--- config.mk ---
export PLATFORM = sky130hd
export DESIGN_NAME = vga_scan_timer_flat
export DESIGN_NICKNAME = d
export VERILOG_FILES = /design/src/rtl/vga_pkg.sv /design/src/rtl/vga_scan_timer_if.sv /design/src/rtl/scan_counter.sv /design/src/rtl/vga_scan_timer.sv /design/src/flat_wrapper.sv
export SDC_FILE = /design/constraint.sdc
export NUM_CORES = 1
export LEC_CHECK = 0
export CAP_MARGIN = 25
export CORE_MARGIN = 1
export CORE_UTILIZATION = 55
export CTS_BUF_LIST = sky130_fd_sc_hd__clkbuf_8 sky130_fd_sc_hd__clkbuf_16
export DETAILED_ROUTE_END_ITERATION = 8
export GPL_ROUTABILITY_DRIVEN = 1
export HOLD_SLACK_MARGIN = 0.06
export PLACE_DENSITY_LB_ADDON = 0.25
export SYNTH_ARGS = -nofsm -noshare
export SYNTH_HDL_FRONTEND = slang
export SYNTH_SLANG_ARGS = --single-unit
--- constraint.sdc ---
create_clock -name Clk_50MHz -period 8.5 [get_ports Clk_50MHz]
set_clock_uncertainty 0.15 [all_clocks]
set_input_delay 1.7 -clock Clk_50MHz [delete_from_list [all_inputs] [get_ports Clk_50MHz]]
set_output_delay 1.7 -clock Clk_50MHz [all_outputs]
set_load 0.05 [all_outputs]
--- src/rtl/vga_pkg.sv ---
// vga_pkg: 640x480@60 timing constants and the background-state type shared
// by the scan timer and the downstream colour stage.
package vga_pkg;

   localparam int H_ACTIVE     = 640;
   localparam int H_SYNC_START = 656;
   localparam int H_SYNC_END   = 751;
   localparam int H_TOTAL      = 800;
   localparam int V_ACTIVE     = 480;
   localparam int V_SYNC_START = 490;
   localparam int V_SYNC_END   = 491;
   localparam int V_TOTAL      = 525;
   localparam int SEC_CYCLES   = 50_000_000;
   localparam int BG_STATES    = 3;

   typedef enum logic [1:0] {
      BG_0 = 2'd0,
      BG_1 = 2'd1,
      BG_2 = 2'd2
   } bg_state_t;

endpackage

--- src/rtl/vga_scan_timer_if.sv ---
// vga_scan_timer_if: scan outputs of the timer as seen by the colour stage.
// The timer drives everything (master); consumers only read (slave).
interface vga_scan_timer_if;
   import vga_pkg::*;

   logic       VGA_CLK;
   logic       VGA_HS;
   logic       VGA_VS;
   logic       VGA_BLANK_N;
   logic       VGA_SYNC_N;
   logic [9:0] hor_counter;
   logic [9:0] ver_counter;
   logic       pix_en;
   logic       line_start;
   logic       frame_start;
   logic [7:0] frame_count;
   logic       sec_tick;
   bg_state_t  bg_state;

   modport master (
      output VGA_CLK, VGA_HS, VGA_VS, VGA_BLANK_N, VGA_SYNC_N,
      output hor_counter, ver_counter, pix_en, line_start, frame_start,
      output frame_count, sec_tick, bg_state
   );

   modport slave (
      input VGA_CLK, VGA_HS, VGA_VS, VGA_BLANK_N, VGA_SYNC_N,
      input hor_counter, ver_counter, pix_en, line_start, frame_start,
      input frame_count, sec_tick, bg_state
   );

endinterface

--- src/rtl/scan_counter.sv ---
// scan_counter: enabled wrap counter 0..MAX. Exposes the registered count,
// the value it will take at the next edge, and a wrap flag that is high in
// the cycle the count returns to 0.
module scan_counter #(
   parameter int W   = 10,
   parameter int MAX = 799
) (
   input  logic         clk_i,
   input  logic         rst_n_i,
   input  logic         en_i,
   output logic [W-1:0] cnt_o,
   output logic [W-1:0] nxt_o,
   output logic         wrap_o
);

   localparam logic [W-1:0] LAST = W'(MAX);

   logic [W-1:0] cnt_q, cnt_d;

   // next count: hold, increment, or wrap to zero at LAST
   always_comb begin
      cnt_d = cnt_q;
      if (en_i) begin
         cnt_d = (cnt_q == LAST) ? '0 : cnt_q + W'(1);
      end
   end

   // count register
   always_ff @(posedge clk_i or negedge rst_n_i) begin
      if (!rst_n_i) cnt_q <= '0;
      else          cnt_q <= cnt_d;
   end

   assign cnt_o  = cnt_q;
   assign nxt_o  = cnt_d;
   assign wrap_o = en_i && (cnt_q == LAST);

endmodule

--- src/rtl/vga_scan_timer.sv ---
// vga_scan_timer: free-running VGA scan generator. Produces the /2 pixel
// clock, H/V scan counters, sync/blank, line/frame strobes, a frame counter
// and a once-per-second tick that steps the background colour index.
module vga_scan_timer #(
   parameter int H_ACTIVE     = vga_pkg::H_ACTIVE,
   parameter int H_SYNC_START = vga_pkg::H_SYNC_START,
   parameter int H_SYNC_END   = vga_pkg::H_SYNC_END,
   parameter int H_TOTAL      = vga_pkg::H_TOTAL,
   parameter int V_ACTIVE     = vga_pkg::V_ACTIVE,
   parameter int V_SYNC_START = vga_pkg::V_SYNC_START,
   parameter int V_SYNC_END   = vga_pkg::V_SYNC_END,
   parameter int V_TOTAL      = vga_pkg::V_TOTAL,
   parameter int SEC_CYCLES   = vga_pkg::SEC_CYCLES,
   parameter int BG_STATES    = vga_pkg::BG_STATES
) (
   input  logic             Clk_50MHz,
   input  logic             Rst_n,
   vga_scan_timer_if.master vga
);

   localparam int         SEC_W = (SEC_CYCLES > 1) ? $clog2(SEC_CYCLES) : 1;
   localparam logic [9:0] HA    = 10'(H_ACTIVE);
   localparam logic [9:0] HSS   = 10'(H_SYNC_START);
   localparam logic [9:0] HSE   = 10'(H_SYNC_END);
   localparam logic [9:0] VA    = 10'(V_ACTIVE);
   localparam logic [9:0] VSS   = 10'(V_SYNC_START);
   localparam logic [9:0] VSE   = 10'(V_SYNC_END);

   if (H_SYNC_END >= H_TOTAL) begin : g_bad_h
      $error("vga_scan_timer: H_SYNC_END must be below H_TOTAL");
   end
   if (V_SYNC_END >= V_TOTAL) begin : g_bad_v
      $error("vga_scan_timer: V_SYNC_END must be below V_TOTAL");
   end

   logic             vga_clk_q;
   logic [9:0]       h_cnt, h_nxt, v_cnt, v_nxt;
   logic             h_wrap, v_wrap;
   logic [SEC_W-1:0] sec_cnt, sec_nxt;
   logic             sec_wrap;
   logic [1:0]       bg_cnt, bg_nxt;
   logic             bg_wrap;
   logic             hs_q, hs_d, vs_q, vs_d, blank_q, blank_d;
   logic             line_q, frame_q, tick_q;
   logic [7:0]       fcnt_q, fcnt_d;
   logic             unused_sig;

   // pixel clock: toggles every system cycle; its high phase is the advance slot
   always_ff @(posedge Clk_50MHz or negedge Rst_n) begin
      if (!Rst_n) vga_clk_q <= 1'b0;
      else        vga_clk_q <= ~vga_clk_q;
   end

   scan_counter #(.W(10), .MAX(H_TOTAL - 1)) u_hor (
      .clk_i(Clk_50MHz), .rst_n_i(Rst_n), .en_i(vga_clk_q),
      .cnt_o(h_cnt), .nxt_o(h_nxt), .wrap_o(h_wrap)
   );

   scan_counter #(.W(10), .MAX(V_TOTAL - 1)) u_ver (
      .clk_i(Clk_50MHz), .rst_n_i(Rst_n), .en_i(h_wrap),
      .cnt_o(v_cnt), .nxt_o(v_nxt), .wrap_o(v_wrap)
   );

   scan_counter #(.W(SEC_W), .MAX(SEC_CYCLES - 1)) u_sec (
      .clk_i(Clk_50MHz), .rst_n_i(Rst_n), .en_i(1'b1),
      .cnt_o(sec_cnt), .nxt_o(sec_nxt), .wrap_o(sec_wrap)
   );

   scan_counter #(.W(2), .MAX(BG_STATES - 1)) u_bg (
      .clk_i(Clk_50MHz), .rst_n_i(Rst_n), .en_i(sec_wrap),
      .cnt_o(bg_cnt), .nxt_o(bg_nxt), .wrap_o(bg_wrap)
   );

   // sync/blank decoded from the next counter values so they land with them
   always_comb begin
      hs_d    = ~((h_nxt >= HSS) && (h_nxt <= HSE));
      vs_d    = ~((v_nxt >= VSS) && (v_nxt <= VSE));
      blank_d = (h_nxt < HA) && (v_nxt < VA);
      fcnt_d  = fcnt_q + 8'(v_wrap);
   end

   // registered sync, blank, strobes and frame count
   always_ff @(posedge Clk_50MHz or negedge Rst_n) begin
      if (!Rst_n) begin
         hs_q    <= 1'b1;
         vs_q    <= 1'b1;
         blank_q <= 1'b1;
         line_q  <= 1'b0;
         frame_q <= 1'b0;
         tick_q  <= 1'b0;
         fcnt_q  <= '0;
      end else begin
         hs_q    <= hs_d;
         vs_q    <= vs_d;
         blank_q <= blank_d;
         line_q  <= h_wrap;
         frame_q <= v_wrap;
         tick_q  <= sec_wrap;
         fcnt_q  <= fcnt_d;
      end
   end

   assign vga.VGA_CLK     = vga_clk_q;
   assign vga.pix_en      = vga_clk_q;
   assign vga.VGA_HS      = hs_q;
   assign vga.VGA_VS      = vs_q;
   assign vga.VGA_BLANK_N = blank_q;
   assign vga.VGA_SYNC_N  = 1'b0;
   assign vga.hor_counter = h_cnt;
   assign vga.ver_counter = v_cnt;
   assign vga.line_start  = line_q;
   assign vga.frame_start = frame_q;
   assign vga.frame_count = fcnt_q;
   assign vga.sec_tick    = tick_q;
   assign vga.bg_state    = vga_pkg::bg_state_t'(bg_cnt);

   // the second counter value and the bg next/wrap taps have no consumer here
   assign unused_sig = ^{sec_cnt, sec_nxt, bg_nxt, bg_wrap};

endmodule
--- src/flat_wrapper.sv ---
// flat-port wrapper written by rule: the top's interface ports become plain ports
module vga_scan_timer_flat 
#(
   parameter int H_ACTIVE     = vga_pkg::H_ACTIVE,
   parameter int H_SYNC_START = vga_pkg::H_SYNC_START,
   parameter int H_SYNC_END   = vga_pkg::H_SYNC_END,
   parameter int H_TOTAL      = vga_pkg::H_TOTAL,
   parameter int V_ACTIVE     = vga_pkg::V_ACTIVE,
   parameter int V_SYNC_START = vga_pkg::V_SYNC_START,
   parameter int V_SYNC_END   = vga_pkg::V_SYNC_END,
   parameter int V_TOTAL      = vga_pkg::V_TOTAL,
   parameter int SEC_CYCLES   = vga_pkg::SEC_CYCLES,
   parameter int BG_STATES    = vga_pkg::BG_STATES
)
  (Clk_50MHz, Rst_n, vga_VGA_CLK, vga_VGA_HS, vga_VGA_VS, vga_VGA_BLANK_N, vga_VGA_SYNC_N, vga_hor_counter, vga_ver_counter, vga_pix_en, vga_line_start, vga_frame_start, vga_frame_count, vga_sec_tick, vga_bg_state);
  vga_scan_timer_if vga_i ();
  input  logic Clk_50MHz;
  input  logic Rst_n;
  output wire logic [$bits(vga_i.VGA_CLK)-1:0] vga_VGA_CLK;
  output wire logic [$bits(vga_i.VGA_HS)-1:0] vga_VGA_HS;
  output wire logic [$bits(vga_i.VGA_VS)-1:0] vga_VGA_VS;
  output wire logic [$bits(vga_i.VGA_BLANK_N)-1:0] vga_VGA_BLANK_N;
  output wire logic [$bits(vga_i.VGA_SYNC_N)-1:0] vga_VGA_SYNC_N;
  output wire logic [$bits(vga_i.hor_counter)-1:0] vga_hor_counter;
  output wire logic [$bits(vga_i.ver_counter)-1:0] vga_ver_counter;
  output wire logic [$bits(vga_i.pix_en)-1:0] vga_pix_en;
  output wire logic [$bits(vga_i.line_start)-1:0] vga_line_start;
  output wire logic [$bits(vga_i.frame_start)-1:0] vga_frame_start;
  output wire logic [$bits(vga_i.frame_count)-1:0] vga_frame_count;
  output wire logic [$bits(vga_i.sec_tick)-1:0] vga_sec_tick;
  output wire logic [$bits(vga_i.bg_state)-1:0] vga_bg_state;
  assign vga_VGA_CLK = vga_i.VGA_CLK;
  assign vga_VGA_HS = vga_i.VGA_HS;
  assign vga_VGA_VS = vga_i.VGA_VS;
  assign vga_VGA_BLANK_N = vga_i.VGA_BLANK_N;
  assign vga_VGA_SYNC_N = vga_i.VGA_SYNC_N;
  assign vga_hor_counter = vga_i.hor_counter;
  assign vga_ver_counter = vga_i.ver_counter;
  assign vga_pix_en = vga_i.pix_en;
  assign vga_line_start = vga_i.line_start;
  assign vga_frame_start = vga_i.frame_start;
  assign vga_frame_count = vga_i.frame_count;
  assign vga_sec_tick = vga_i.sec_tick;
  assign vga_bg_state = vga_i.bg_state;
  vga_scan_timer #(.H_ACTIVE(H_ACTIVE), .H_SYNC_START(H_SYNC_START), .H_SYNC_END(H_SYNC_END), .H_TOTAL(H_TOTAL), .V_ACTIVE(V_ACTIVE), .V_SYNC_START(V_SYNC_START), .V_SYNC_END(V_SYNC_END), .V_TOTAL(V_TOTAL), .SEC_CYCLES(SEC_CYCLES), .BG_STATES(BG_STATES)) u_core (.Clk_50MHz(Clk_50MHz), .Rst_n(Rst_n), .vga(vga_i));
endmodule
# Word-level counts from Yosys, hierarchy flattened
# Cells that the tools add are included.
# totals
register_bits	63
inputBits	2
# op_classes
n_addsub	5
n_lt_le_gt_ge	6
n_eq_ne	4
n_mux	6
bitwise	3
reduce_logical	5
# op_table
op	count
10-bit 2-to-1 mux	4
26-bit by 1-bit adder with 26-bit output, second input constant	1
26-bit == test, second input constant	1
26-bit 2-to-1 mux	1
10-bit by 1-bit adder with 10-bit output, second input constant	2
10-bit == test, second input constant	2
10-bit >= comparator, second input constant	1
10-bit by 9-bit >= comparator with 1-bit output, second input constant	1
10-bit <= comparator, second input constant	1
10-bit by 9-bit <= comparator with 1-bit output, second input constant	1
10-bit < comparator, second input constant	1
10-bit by 9-bit < comparator with 1-bit output, second input constant	1
8-bit by 1-bit adder with 8-bit output	1
1-bit logical AND	5
1-bit inverter	3
2-bit by 1-bit adder with 2-bit output, second input constant	1
2-bit == test, second input constant	1
2-bit 2-to-1 mux	1

# Depth between registers and ports, before layout
# Gate-level depths: netlist (run 1).
# depth
ltp_word	6
mapped_depth	11
ltp_nobuf	10

# Hierarchy
# A second synthesis (run 1) with hierarchy kept.
# hier_totals
hier_cells	282
hier_area_um2	3114.2
# by_module_without_submodules
module	instances	cells_each	area_per_inst_um2	seq_area_each_um2
scan_counter (u_core.u_sec)	1	127	1377.6	650.6
vga_scan_timer	1	48	586.8	379.1
scan_counter (u_core.u_ver)	1	53	543.0	250.2
scan_counter (u_core.u_hor)	1	46	519.2	250.2
scan_counter (u_core.u_bg)	1	8	87.6	50.0

# Least setup slack after synthesis (run 1)
# OpenSTA, ideal clock, no wires.
# synth_timing
path_kind	register to register
startpoint	register u_core.u_ver.cnt_q[0] (netlist: u_core.u_ver.cnt_o[0])
endpoint	register u_core.fcnt_q[7] (netlist: u_core.vga.frame_count[7])
setup_time_ps	140
t_arrival_ps	2899
required_ps	8210
setup_slack_ps	5311
stages_incl_launch_ff	12
path_cell_list	dfrtp_1 inv_1 ha_1 or4b_1 or4_1 buf_2 nor2_1 ha_1 and3_1 nand3_1 or2_2 xnor2_1
# synth_via
elab_chain_cells	3
# synth_lines
element	line_no	source
start: declaration	scan_counter.sv:18	logic [W-1:0] cnt_q, cnt_d;
start signal: assignment	scan_counter.sv:31	else cnt_q <= cnt_d;
10-bit == test	scan_counter.sv:36	assign wrap_o = en_i && (cnt_q == LAST);
1-bit logical AND	scan_counter.sv:36	
named net u_core.u_ver.wrap_o	scan_counter.sv:13	output logic wrap_o
8-bit by 1-bit adder with 8-bit output	vga_scan_timer.sv:79	fcnt_d = fcnt_q + 8'(v_wrap);
named net u_core.fcnt_d[7]	vga_scan_timer.sv:45	logic [7:0] fcnt_q, fcnt_d;
end signal: assignment	vga_scan_timer.sv:99	fcnt_q <= fcnt_d;
end: declaration	vga_scan_timer.sv:45	
# The timed path passes the listed nets, and every way through them passes these cells.
# A chain may end at the register's enable or synchronous reset.

# Worst setup path after layout (run 1)
# layout_timing
startpoint	register u_core.u_ver.cnt_q[3] (netlist: u_core.u_ver.cnt_o[3])
endpoint	output vga_ver_counter[3]
# layout_rtl
element	line_no	source
end: declaration	flat_wrapper.sv:25	output wire logic [$bits(vga_i.ver_counter)-1:0] vga_ver_counter;
# No word-level cell between the ends.

==> load_flow_metrics.sql, run 1 <==
INSERT INTO impl_metrics (metric_group, metric, value, unit) VALUES
('floorplan', 'dieWidth', '77.0', 'µm'),
('synthesis', 'yosysUniqueCellTypes', '54', ''),
('pwr', 'power.sequential.fraction', '56.7', '%'),
('cts', 'clk-insertion-delay-late', '0.34', 'ns'),
('cts', 'tritoncts', 'built', ''),
('synthesis', 'yosys.area.top_type_share', '48.5', '%'),
('route', 'first_iter_violations', '163', ''),
('synthesis', 'largest_cells_by_area_after_synthesis', 'dfrtp_1 48%, xnor2_1 6.5%, xor2_1 4.5%', ''),
('critical_path', 'crit_path_end_kind', 'primary output', ''),
('critical_path', 'series_of_cell_instances_along_the_critical_path', 'clkdlybuf4s50_1', ''),
('placed_design', 'gp_congestion', '0.863', ''),
('synthesis', 'post_synth.cell_area_avg', '10.3', 'µm²'),
('cts', 'holdBufCountCts', '0', ''),
('placed_design', 'dp.final_hpwl', '4.11', 'mm'),
('critical_path', 'worst_path_dominant_cell_family', 'buffers and inverters', ''),
('synthesis', 'synth.yosys.seq_area_share', '51.0', '%'),
('finish', 'design.final.nets', '351', ''),
('global_routing', 'first_global_vias', '2164', ''),
('worst_hold_path', 'hp-class', 'flip-flop to flip-flop', ''),
('cts', 'ctsResizeCount', '0', ''),
('floorplan', 'die-area', '5930', 'µm²'),
('finish', 'layout-area-overhead-vs-synth', '19.5', '%'),
('timing', 'fin_crit', '3.57', 'ns'),
('placed_design', 'place_worst_setup_slack', '5.30', 'ns'),
('global_routing', 'globalRoute.totalOverflow', '0', ''),
('worst_hold_path', 'hold-path-cell-count', '1', ''),
('synthesis', 'ys_dominant_reg_cell', 'dfrtp_1', ''),
('route', 'drt-vias-per-instance', '5.66', ''),
('cts', 'clockBufferDepth', '2', ''),
('floorplan', 'starting_density_of_the_core', '58.8', '%'),
('synthesis', 'most_used_standard_cells_in_the_synthesized_netlist', '60 x dfrtp_1, 30 x nand2_1, 28 x nor2_1, 25 x nand3_1, 23 x xnor2_1', ''),
('floorplan', 'core_footprint', '5270', 'µm²'),
('pwr', 'clock_network_fraction_of_total_power', '42.0', '%'),
('timing', 'worst_slack', '4.93', 'ns'),
('critical_path', 'reg2reg_from', 'u_core.u_ver.cnt_o[0]', ''),
('placed_design', 'io_buffer_count', '39', ''),
('global_routing', 'global_route.usage.total', '22.1', '%'),
('placed_design', 'place_area', '3530', 'µm²'),
('timing', 'min_period_over_period', '42.0', '%'),
('critical_path', 'reg2reg_depth', '10', ''),
('timing', 'maxSlewHeadroom', '48.1', '%'),
('synthesis', 'synth.net_count', '308', ''),
('pwr', 'p_comb_share', '1.3', '%'),
('cts', 'clock_tree.htree_level_count', '3', ''),
('finish', 'layout.cell_area.non_filler', '3700', 'µm²'),
('outcome', 'outcome', 'finished clean', ''),
('finish', 'n_fill_cell', '421', ''),
('cts', 'clock_buffers_created_by_tritoncts', '9', ''),
('route', 'ant_nets', '0', ''),
('route', 'routed_wl', '6.08', 'mm'),
('floorplan', 'die_height', '77.0', 'µm'),
('cts', 'clkSlewWorstSetupHoldPaths', '0.06', 'ns'),
('pwr', 'ratio_of_total_power_to_cell_area', '143', 'nW/µm²'),
('global_routing', 'antenna_found_initial', '0', ''),
('pwr', 'netSwitchingFraction', '21.2', '%'),
('timing', 'rsz_0062_raised_after_global_routing', 'no', ''),
('timing', 'tns_setup', '0', 'ns'),
('floorplan', 'boundaryPins', '41', ''),
('synthesis', 'netlist_instances', '300', ''),
('global_routing', 'grt_pass1_wl', '10.1', 'mm'),
('synthesis', 'synth.ff_latch_count', '63', ''),
('finish', 'final_layout_size_suffix_gt1_share', '9.80', '%'),
('pwr', 'p_leak', '1.62', 'nW'),
('job', 'drv_cap', '0', ''),
('synthesis', 'most_instantiated_library_cell_after_synthesis', 'dfrtp_1', ''),
('critical_path', 'timing.critical_path.depth', '1', ''),
('cts', 'cts_root_buf', 'clkbuf_8', ''),
('route', 'routed_wire_length_per_instance', '14.6', 'µm'),
('pwr', 'power.ir.vdd_worst', '82.5', 'µV'),
('critical_path', 'setup.reg_to_reg.worst_slack', '5.36', 'ns'),
('critical_path', 'timing.critical_path.slowest_stage_cell', 'clkdlybuf4s50_1', '');
==> logic make-up after synthesis <==
family | Yosys count | synth area share, %
other | 1 | 0.121
muxes | 4 | 1.37
adders and majority gates | 6 | 2.42
xor gates and xnor gates | 39 | 11.0
and+or+nand+nor | 139 | 24.8
AOI/OAI and AO/OA | 27 | 5.82
DFF | 63 | 51.0
buffers and inverters | 21 | 3.35
==> power groups by stage <==
stage,registers (mW),logic [mW],clock network (mW)
3_5_place_dp,0.305,0.00755,0
4_1_cts,0.300,0.00741,0.228
2_1_floorplan,0.305,0.00132,0
6_report,0.300,0.00695,0.222
3_3_place_gp,0.305,0.00739,0
5_1_grt,0.300,0.00829,0.240
==> state kept, by name, indices dropped and copies added, names as in the netlist <==
| register | cells |
|---|---|
| u_core.vga.VGA_CLK | 1 |
| u_core.vga.VGA_VS | 1 |
| u_core.u_ver.cnt_o | 10 |
| u_core.vga.frame_start | 1 |
| u_core.u_bg.cnt_o | 2 |
| u_core.u_sec.cnt_o | 26 |
| u_core.vga.line_start | 1 |
| u_core.u_hor.cnt_o | 10 |
| u_core.vga.VGA_HS | 1 |
| u_core.vga.frame_count | 8 |
| u_core.vga.sec_tick | 1 |
| u_core.vga.VGA_BLANK_N | 1 |
==> cell type report <==
type | instances | area share (%)
flip-flops and latches | 63 | 42.7
well taps | 70 | 2.37
clock buffers | 11 | 4.09
repair buffers | 42 | 11.0
clock inverters | 4 | 0.439
inverters | 11 | 1.12
multi-input cells | 216 | 38.3
==> metal layers <==
metal  GRT usage (%)  wire [µm]  vias up
met4            14.2        191        0
met3            4.05        261       19
met2            33.7       2800       79
met1            29.1       2830     1131
met5               0          0        -
li1                -          -     1133
==> placed cells by master, fill, tap and decap left out, types with 4 or more instances in the layout <==
cell	Yosys	layout
xnor2_1	23	23
inv_1	10	13
ha_1	6	6
o21ai_0	5	5
or3_1	4	4
nand2_1	30	30
xor2_1	16	16
a21oi_1	4	4
clkdlybuf4s50_1	0	38
clkbuf_8	0	11
nor2_1	28	28
nand3_1	25	25
nor3_1	6	6
and3_1	6	6
nand4_1	13	13
o21ai_1	4	4
dfrtp_1	60	60
==> worst max path at each step <==
stage                                     end  slack (ns)
detailed placement         vga_ver_counter[3]        5.30
global route               vga_ver_counter[3]        4.86
CTS                        vga_ver_counter[3]        4.93
finish                     vga_ver_counter[3]        4.93
floorplan           u_core.vga.frame_count[7]        5.31
global placement           vga_ver_counter[3]        5.31
==> through the flow <==
stage	cells	power, mW	hold slack [ns]
after CTS	416	0.535	0.324
after floorplan	300	0.307	0.298
after global placement	401	0.313	0.309
after global routing	417	0.548	0.353
after detailed placement	401	0.313	0.315
final	417	0.529	0.317
Note: power is estimated with default switching activity, not from simulation.
==> run 2, diff against run 1 <==
--- a/config.mk
+++ b/config.mk
@@ -7,7 +7,7 @@
 export LEC_CHECK = 0
 export CAP_MARGIN = 25
 export CORE_MARGIN = 1
-export CORE_UTILIZATION = 55
+export CORE_UTILIZATION = 49
 export CTS_BUF_LIST = sky130_fd_sc_hd__clkbuf_8 sky130_fd_sc_hd__clkbuf_16
 export DETAILED_ROUTE_END_ITERATION = 8
 export GPL_ROUTABILITY_DRIVEN = 1
==> constraint.sdc (replaced) <==
create_clock -name Clk_50MHz -period 2.9 [get_ports Clk_50MHz]
set_clock_uncertainty 0.15 [all_clocks]
set_input_delay 0.58 -clock Clk_50MHz [delete_from_list [all_inputs] [get_ports Clk_50MHz]]
set_output_delay 0.58 -clock Clk_50MHz [all_outputs]
set_load 0.05 [all_outputs]
==> load_flow_metrics.sql, run 2 (synthesis gave the netlist of run 1 again) <==
INSERT INTO impl_metrics (metric_group, metric, value, unit) VALUES
('finish', 'layout-area-overhead-vs-synth', '23.7', '%'),
('critical_path', 'worstSetupStartpointType', 'flip-flop', ''),
('cts', 'clockBufferDepth', '2', ''),
('placed_design', 'io_buffer_count', '39', ''),
('finish', 'design.final.nets', '355', ''),
('floorplan', 'core_footprint', '5990', 'µm²'),
('pwr', 'power.sequential.fraction', '50.7', '%'),
('pwr', 'power.ir.vdd_worst', '258', 'µV'),
('cts', 'cts_root_buf', 'clkbuf_8', ''),
('floorplan', 'die_height', '81.5', 'µm'),
('cts', 'clock_tree.htree_level_count', '3', ''),
('job', 'drv_cap', '0', ''),
('floorplan', 'dieWidth', '81.5', 'µm'),
('global_routing', 'grt_pass1_wl', '10.6', 'mm'),
('cts', 'clkSlewWorstSetupHoldPaths', '0.07', 'ns'),
('finish', 'layout_commonest_cell', 'dfrtp_1', ''),
('route', 'routed_wire_length_per_instance', '14.4', 'µm'),
('pwr', 'power', '1.73', 'mW'),
('floorplan', 'placement_rows', '28', ''),
('route', 'ant_nets', '0', ''),
('route', 'routed-via-count', '2290', ''),
('critical_path', 'timing.critical_path.slowest_stage_cell', 'dfrtp_2', ''),
('global_routing', 'globalRoute.totalOverflow', '0', ''),
('route', 'detail_route.wirelength.met1', '2.74', 'mm'),
('floorplan', 'die-area', '6640', 'µm²'),
('placed_design', 'dp.final_hpwl', '4.27', 'mm'),
('global_routing', 'grt_start_max_net_pins', '46', ''),
('critical_path', 'path_class', 'flip-flop to flip-flop', ''),
('timing', 'fin_crit', '2.77', 'ns'),
('route', 'first_iter_violations', '124', ''),
('critical_path', 'critical_path_required', '2.98', 'ns'),
('pwr', 'p_comb_share', '1.4', '%'),
('pwr', 'clock_network_fraction_of_total_power', '47.9', '%'),
('timing', 'timing_max_transition_violations_final', '0', ''),
('cts', 'clock_sinks', '63', ''),
('critical_path', 'crit_path_end_kind', 'flip-flop', ''),
('critical_path', 'worstPathMaxFanout', '6', ''),
('pwr', 'ratio_of_total_power_to_cell_area', '452', 'nW/µm²'),
('floorplan', 'starting_density_of_the_core', '51.7', '%'),
('outcome', 'outcome', 'finished clean', ''),
('worst_hold_path', 'hp-class', 'flip-flop to flip-flop', ''),
('finish', 'utilization', '63.9', '%'),
('pwr', 'p_leak', '1.65', 'nW'),
('pwr', 'intPower', '1.40', 'mW'),
('route', 'route.detailed.drc', '0', ''),
('finish', 'layout_common_cells', '57 x dfrtp_1, 38 x clkdlybuf4s50_1, 30 x nand2_1', ''),
('critical_path', 'series_of_cell_instances_along_the_critical_path', 'inv_2, ha_1, or4b_1, or4_4, nor2_2, ha_2, and3_1, nand3_1, or2_4, xnor2_1', ''),
('timing', 'min_period_over_period', '95.5', '%'),
('pwr', 'netSwitchingFraction', '19.4', '%'),
('cts', 'clock_buffers_created_by_tritoncts', '9', ''),
('global_routing', 'first_global_vias', '2281', ''),
('timing', 'hold_viol', '0', ''),
('timing', 'tns_setup', '0', 'ns'),
('route', 'wl_met2', '3.04', 'mm'),
('timing', 'worst_slack', '0.132', 'ns'),
('cts', 'tritoncts', 'built', ''),
('floorplan', 'boundaryPins', '41', ''),
('finish', 'largest_register_ff_count', '26', ''),
('global_routing', 'global_route.usage.total', '21.6', '%'),
('placed_design', 'gp_congestion', '0.874', ''),
('route', 'top_signal_layer_used', 'met4', ''),
('finish', 'num_antenna_cells', '0', ''),
('route', 'met3WireLength', '272', 'µm'),
('global_routing', 'antenna_found_initial', '0', ''),
('route', 'routed_wl', '6.15', 'mm'),
('critical_path', 'worst-endpoint-arrival', '2.85', 'ns'),
('placed_design', 'place_worst_setup_slack', '0.172', 'ns'),
('finish', 'final_layout_size_suffix_gt1_share', '13.6', '%'),
('pwr', 'p_switching', '0.337', 'mW'),
('timing', 'maxSlewHeadroom', '66.0', '%'),
('timing', 'rsz_0062_raised_after_global_routing', 'no', ''),
('timing', 'tightestPinTransition', '0.504', 'ns'),
('cts', 'clk-insertion-delay-late', '0.35', 'ns'),
('route', 'first_pass_iters', '4', ''),
('timing', 'fin_hold_ws', '0.318', 'ns'),
('timing', 'timing.final.setup_violations', '0', ''),
('timing', 'clock.fmax', '361', 'MHz'),
('route', 'drt-vias-per-instance', '5.36', ''),
('critical_path', 'critical-path-max-stage-delay', '0.44', 'ns');
==> run 2: cell types whose count changed in the layout (fill, tap and decap cells not counted), moves of 3 or more <==
cell      change
inv_1         -4
buf_4         +3
clkbuf_8      +3
dfrtp_1       -3
dfrtp_2       +3
==> run 2: power groups by stage <==
stage / Combinational, mW / Sequential, mW / Clock, mW
2_1_floorplan: 0.00386 / 0.895 / 0
3_3_place_gp: 0.0245 / 0.895 / 0
3_5_place_dp: 0.0242 / 0.895 / 0
4_1_cts: 0.0254 / 0.879 / 0.854
5_1_grt: 0.0284 / 0.878 / 0.883
6_report: 0.0235 / 0.879 / 0.830
==> run 2: repair_timing <==
item,CTS,global route
hold buffers,1,0
gates resized for setup,0,1
hold endpoints to repair,18,0
setup endpoints to repair,0,1
buffers inserted,0,1
==> run 2: metrics by stage <==
step,std cells,area (µm²)
floorplan,300,3110
global placement,409,3580
detailed placement,409,3580
CTS,426,3820
global route,427,3830
finish,427,3830
==> run 2: critical path: cells and delay by family (launching register included) <==
kind	cells	cell delay (ns)
xor+xnor	1	0.12
fa+ha+maj	2	0.34
buf+inv	1	0.08
flops	1	0.44
simple gates	6	1.52
==> run 2: worst paths after layout <==
| path | endpoint | slack (ns) | from | cells past startpoint |
|---|---|---|---|---|
| worst min-delay path | u_core.vga.frame_count[7] | 0.32 | u_core.vga.frame_count[7] | 1 |
| worst max register to register | u_core.vga.frame_count[7] | 0.13 | u_core.u_ver.cnt_o[0] | 10 |
| max in group asynchronous | u_core.vga.VGA_HS | 1.40 | Rst_n | 3 |
| worst min register to register | u_core.vga.frame_count[7] | 0.32 | u_core.vga.frame_count[7] | 1 |
| min in group asynchronous | u_core.vga.frame_count[6] | 0.57 | Rst_n | 2 |
| worst max-delay path | u_core.vga.frame_count[7] | 0.13 | u_core.u_ver.cnt_o[0] | 10 |
==> run 2: layout make-up <==
type                    count  area (µm²)
fillers                   492        2160
flip-flops and latches     63        1580
multi-input cells         216        1430
repair buffers             46         453
clock buffers              14         193
well taps                  75        93.8
inverters                  11        41.3
clock inverters             2        35.0
==> run 2: per-layer routing <==
layer	track usage, %	vias to the layer above
li1	-	1140
met1	26.1	1093
met2	35.8	45
met3	6.44	12
met4	9.11	0
met5	0	-
==> run 3, diff against run 2 <==
--- a/config.mk
+++ b/config.mk
@@ -12,7 +12,7 @@
 export DETAILED_ROUTE_END_ITERATION = 8
 export GPL_ROUTABILITY_DRIVEN = 1
 export HOLD_SLACK_MARGIN = 0.06
-export PLACE_DENSITY_LB_ADDON = 0.25
+export PLACE_DENSITY = 0.75
 export SYNTH_ARGS = -nofsm -noshare
 export SYNTH_HDL_FRONTEND = slang
 export SYNTH_SLANG_ARGS = --single-unit
==> load_flow_metrics.sql, run 3 (synthesis gave the netlist of run 1 again) <==
INSERT INTO impl_metrics (metric_group, metric, value, unit) VALUES
('cts', 'cts_root_buf', 'clkbuf_8', ''),
('global_routing', 'global_route.peak_usage_layer', 'met2', ''),
('finish', 'layout_common_cells', '57 x dfrtp_1, 38 x clkdlybuf4s50_1, 30 x nand2_1', ''),
('global_routing', 'first_global_vias', '2188', ''),
('global_routing', 'globalRoute.totalOverflow', '0', ''),
('timing', 'clock.fmax', '362', 'MHz'),
('finish', 'design.final.nets', '355', ''),
('timing', 'timing.final.setup_violations', '0', ''),
('floorplan', 'die_height', '81.5', 'µm'),
('outcome', 'outcome', 'finished clean', ''),
('floorplan', 'boundaryPins', '41', ''),
('finish', 'num_antenna_cells', '0', ''),
('global_routing', 'routing_usage_on_met3', '5.33', '%'),
('finish', 'largest_register_ff_count', '26', ''),
('critical_path', 'worstPathMaxFanout', '6', ''),
('pwr', 'ratio_of_total_power_to_cell_area', '434', 'nW/µm²'),
('global_routing', 'grt_pass1_wl', '10.2', 'mm'),
('finish', 'final_layout_size_suffix_gt1_share', '13.4', '%'),
('timing', 'fin_crit', '2.76', 'ns'),
('route', 'routed_wl', '6.11', 'mm'),
('worst_hold_path', 'hold-path-cell-count', '1', ''),
('finish', 'layout_commonest_cell', 'dfrtp_1', ''),
('pwr', 'p_comb_share', '1.4', '%'),
('route', 'routed-via-count', '2297', ''),
('pwr', 'power.ir.vdd_worst', '253', 'µV'),
('route', 'drt-vias-per-instance', '5.38', ''),
('timing', 'tns_setup', '0', 'ns'),
('floorplan', 'dieWidth', '81.5', 'µm'),
('cts', 'clkSlewWorstSetupHoldPaths', '0.07', 'ns'),
('timing', 'worst_slack', '0.139', 'ns'),
('route', 'first_pass_iters', '4', ''),
('cts', 'clock_buffers_created_by_tritoncts', '9', ''),
('critical_path', 'reg2reg_depth', '10', ''),
('global_routing', 'globalRouteMet1Util', '27.0', '%'),
('critical_path', 'reg2reg_from', 'u_core.u_ver.cnt_o[0]', ''),
('route', 'first_iter_violations', '111', ''),
('critical_path', 'critPathLaunch', 'u_core.u_ver.cnt_o[0]', ''),
('finish', 'n_fill_cell', '484', ''),
('floorplan', 'die-area', '6640', 'µm²'),
('critical_path', 'path_class', 'flip-flop to flip-flop', ''),
('cts', 'clock_tree.htree_level_count', '3', ''),
('critical_path', 'worstSetupStartpointType', 'flip-flop', ''),
('global_routing', 'grt_util_met2', '33.2', '%'),
('worst_hold_path', 'min-delay-start', 'u_core.vga.frame_count[7]', ''),
('critical_path', 'crit_path_end_kind', 'flip-flop', ''),
('route', 'route.detailed.drc', '0', ''),
('floorplan', 'placement_rows', '28', ''),
('pwr', 'netSwitchingFraction', '21.3', '%'),
('placed_design', 'gp_congestion', '0.876', ''),
('placed_design', 'io_buffer_count', '39', ''),
('global_routing', 'grt_start_max_net_pins', '32', ''),
('pwr', 'power.sequential.fraction', '53.6', '%'),
('cts', 'clock_sinks', '63', ''),
('placed_design', 'numPlacedInstances', '410', ''),
('timing', 'hold_viol', '0', ''),
('cts', 'clockBufferDepth', '2', ''),
('critical_path', 'worst-endpoint-arrival', '2.84', 'ns'),
('floorplan', 'starting_density_of_the_core', '51.7', '%'),
('global_routing', 'antenna_found_initial', '0', ''),
('finish', 'layoutNonFillerInstCount', '427', ''),
('pwr', 'power', '1.64', 'mW'),
('pwr', 'p_switching', '0.349', 'mW'),
('cts', 'tritoncts', 'built', ''),
('finish', 'layout-area-overhead-vs-synth', '22.1', '%'),
('job', 'drv_cap', '0', ''),
('placed_design', 'place_worst_setup_slack', '0.166', 'ns'),
('placed_design', 'place_area', '3580', 'µm²'),
('route', 'ant_nets', '0', ''),
('placed_design', 'dp.final_hpwl', '4.18', 'mm'),
('timing', 'tightestPinTransition', '0.535', 'ns'),
('critical_path', 'critical_path_required', '2.98', 'ns'),
('floorplan', 'core_footprint', '5990', 'µm²'),
('pwr', 'clock_network_fraction_of_total_power', '45.0', '%'),
('timing', 'timing_max_transition_violations_final', '0', ''),
('pwr', 'intPower', '1.29', 'mW'),
('pwr', 'p_leak', '1.64', 'nW'),
('worst_hold_path', 'hp-class', 'flip-flop to flip-flop', ''),
('global_routing', 'global_route.usage.total', '20.8', '%'),
('route', 'routed_wire_length_per_instance', '14.3', 'µm'),
('cts', 'clk-insertion-delay-late', '0.34', 'ns'),
('timing', 'min_period_over_period', '95.2', '%'),
('cts', 'postCtsSetupRepairBufs', '0', ''),
('timing', 'maxSlewHeadroom', '63.9', '%'),
('finish', 'layout.cell_area.non_filler', '3780', 'µm²');
[run 3: cell types whose count changed in the layout (fill, tap and decap cells not counted), sizes merged]
cell / before / now
inv: 11 / 13
clkinv: 1 / 3
clkbuf: 14 / 10
[run 3: timing repair]
item,in CTS,in global routing
setup endpoints to repair,0,2
hold buffers,1,0
hold endpoints to repair,10,0
resized for setup,0,2
[run 3: final cells by class]
type                    count  area, µm²  area share (%)
clock buffers              10        138            3.64
well taps                  75       93.8            2.48
multi-input cells         216       1430            37.9
inverters                  11       41.3            1.09
repair buffers             46        440            11.6
flip-flops and latches     63       1580            41.9
clock inverters             6       52.6            1.39
[run 3: power groups by stage]
stage	Sequential (mW)	Combinational [mW]	Clock [mW]
floorplan	0.895	0.00386	0
global placement	0.895	0.0230	0
detailed placement	0.895	0.0233	0
CTS	0.879	0.0244	0.757
global route	0.878	0.0273	0.797
finish	0.879	0.0227	0.739
[run 3: final timing paths]
| kind | endpoint | slack (ns) |
|---|---|---|
| min in group asynchronous | u_core.vga.frame_start | 0.50 |
| max in group asynchronous | u_core.vga.VGA_HS | 1.37 |
| setup / recovery | u_core.vga.frame_count[7] | 0.14 |
| hold / removal | u_core.vga.frame_count[7] | 0.32 |
| setup reg to reg | u_core.vga.frame_count[7] | 0.14 |
| hold reg to reg | u_core.vga.frame_count[7] | 0.32 |
[run 3: critical path, cell delays in order, from the launching register on]
cell and delay, ns:
dfrtp_2 0.45, inv_2 0.08, ha_1 0.14, or4b_1 0.44, or4_4 0.44, nor2_2 0.13
ha_2 0.20, and3_1 0.15, nand3_1 0.11, or2_4 0.25, xnor2_1 0.12
[run 3: stage by stage]
step           utilization (%)  hold WS [ns]
6_report                  63.1         0.318
3_3_place_gp              59.7         0.318
4_1_cts                   63.0         0.324
2_1_floorplan                -         0.134
5_1_grt                   63.1         0.342
3_5_place_dp              59.7         0.311
[run 3: per-layer routing]
metal / part of all wire, % / wire length [µm]
met4: 1.7 / 104
met3: 4.7 / 287
met1: 46 / 2810
met5: 0 / 0
met2: 48 / 2910
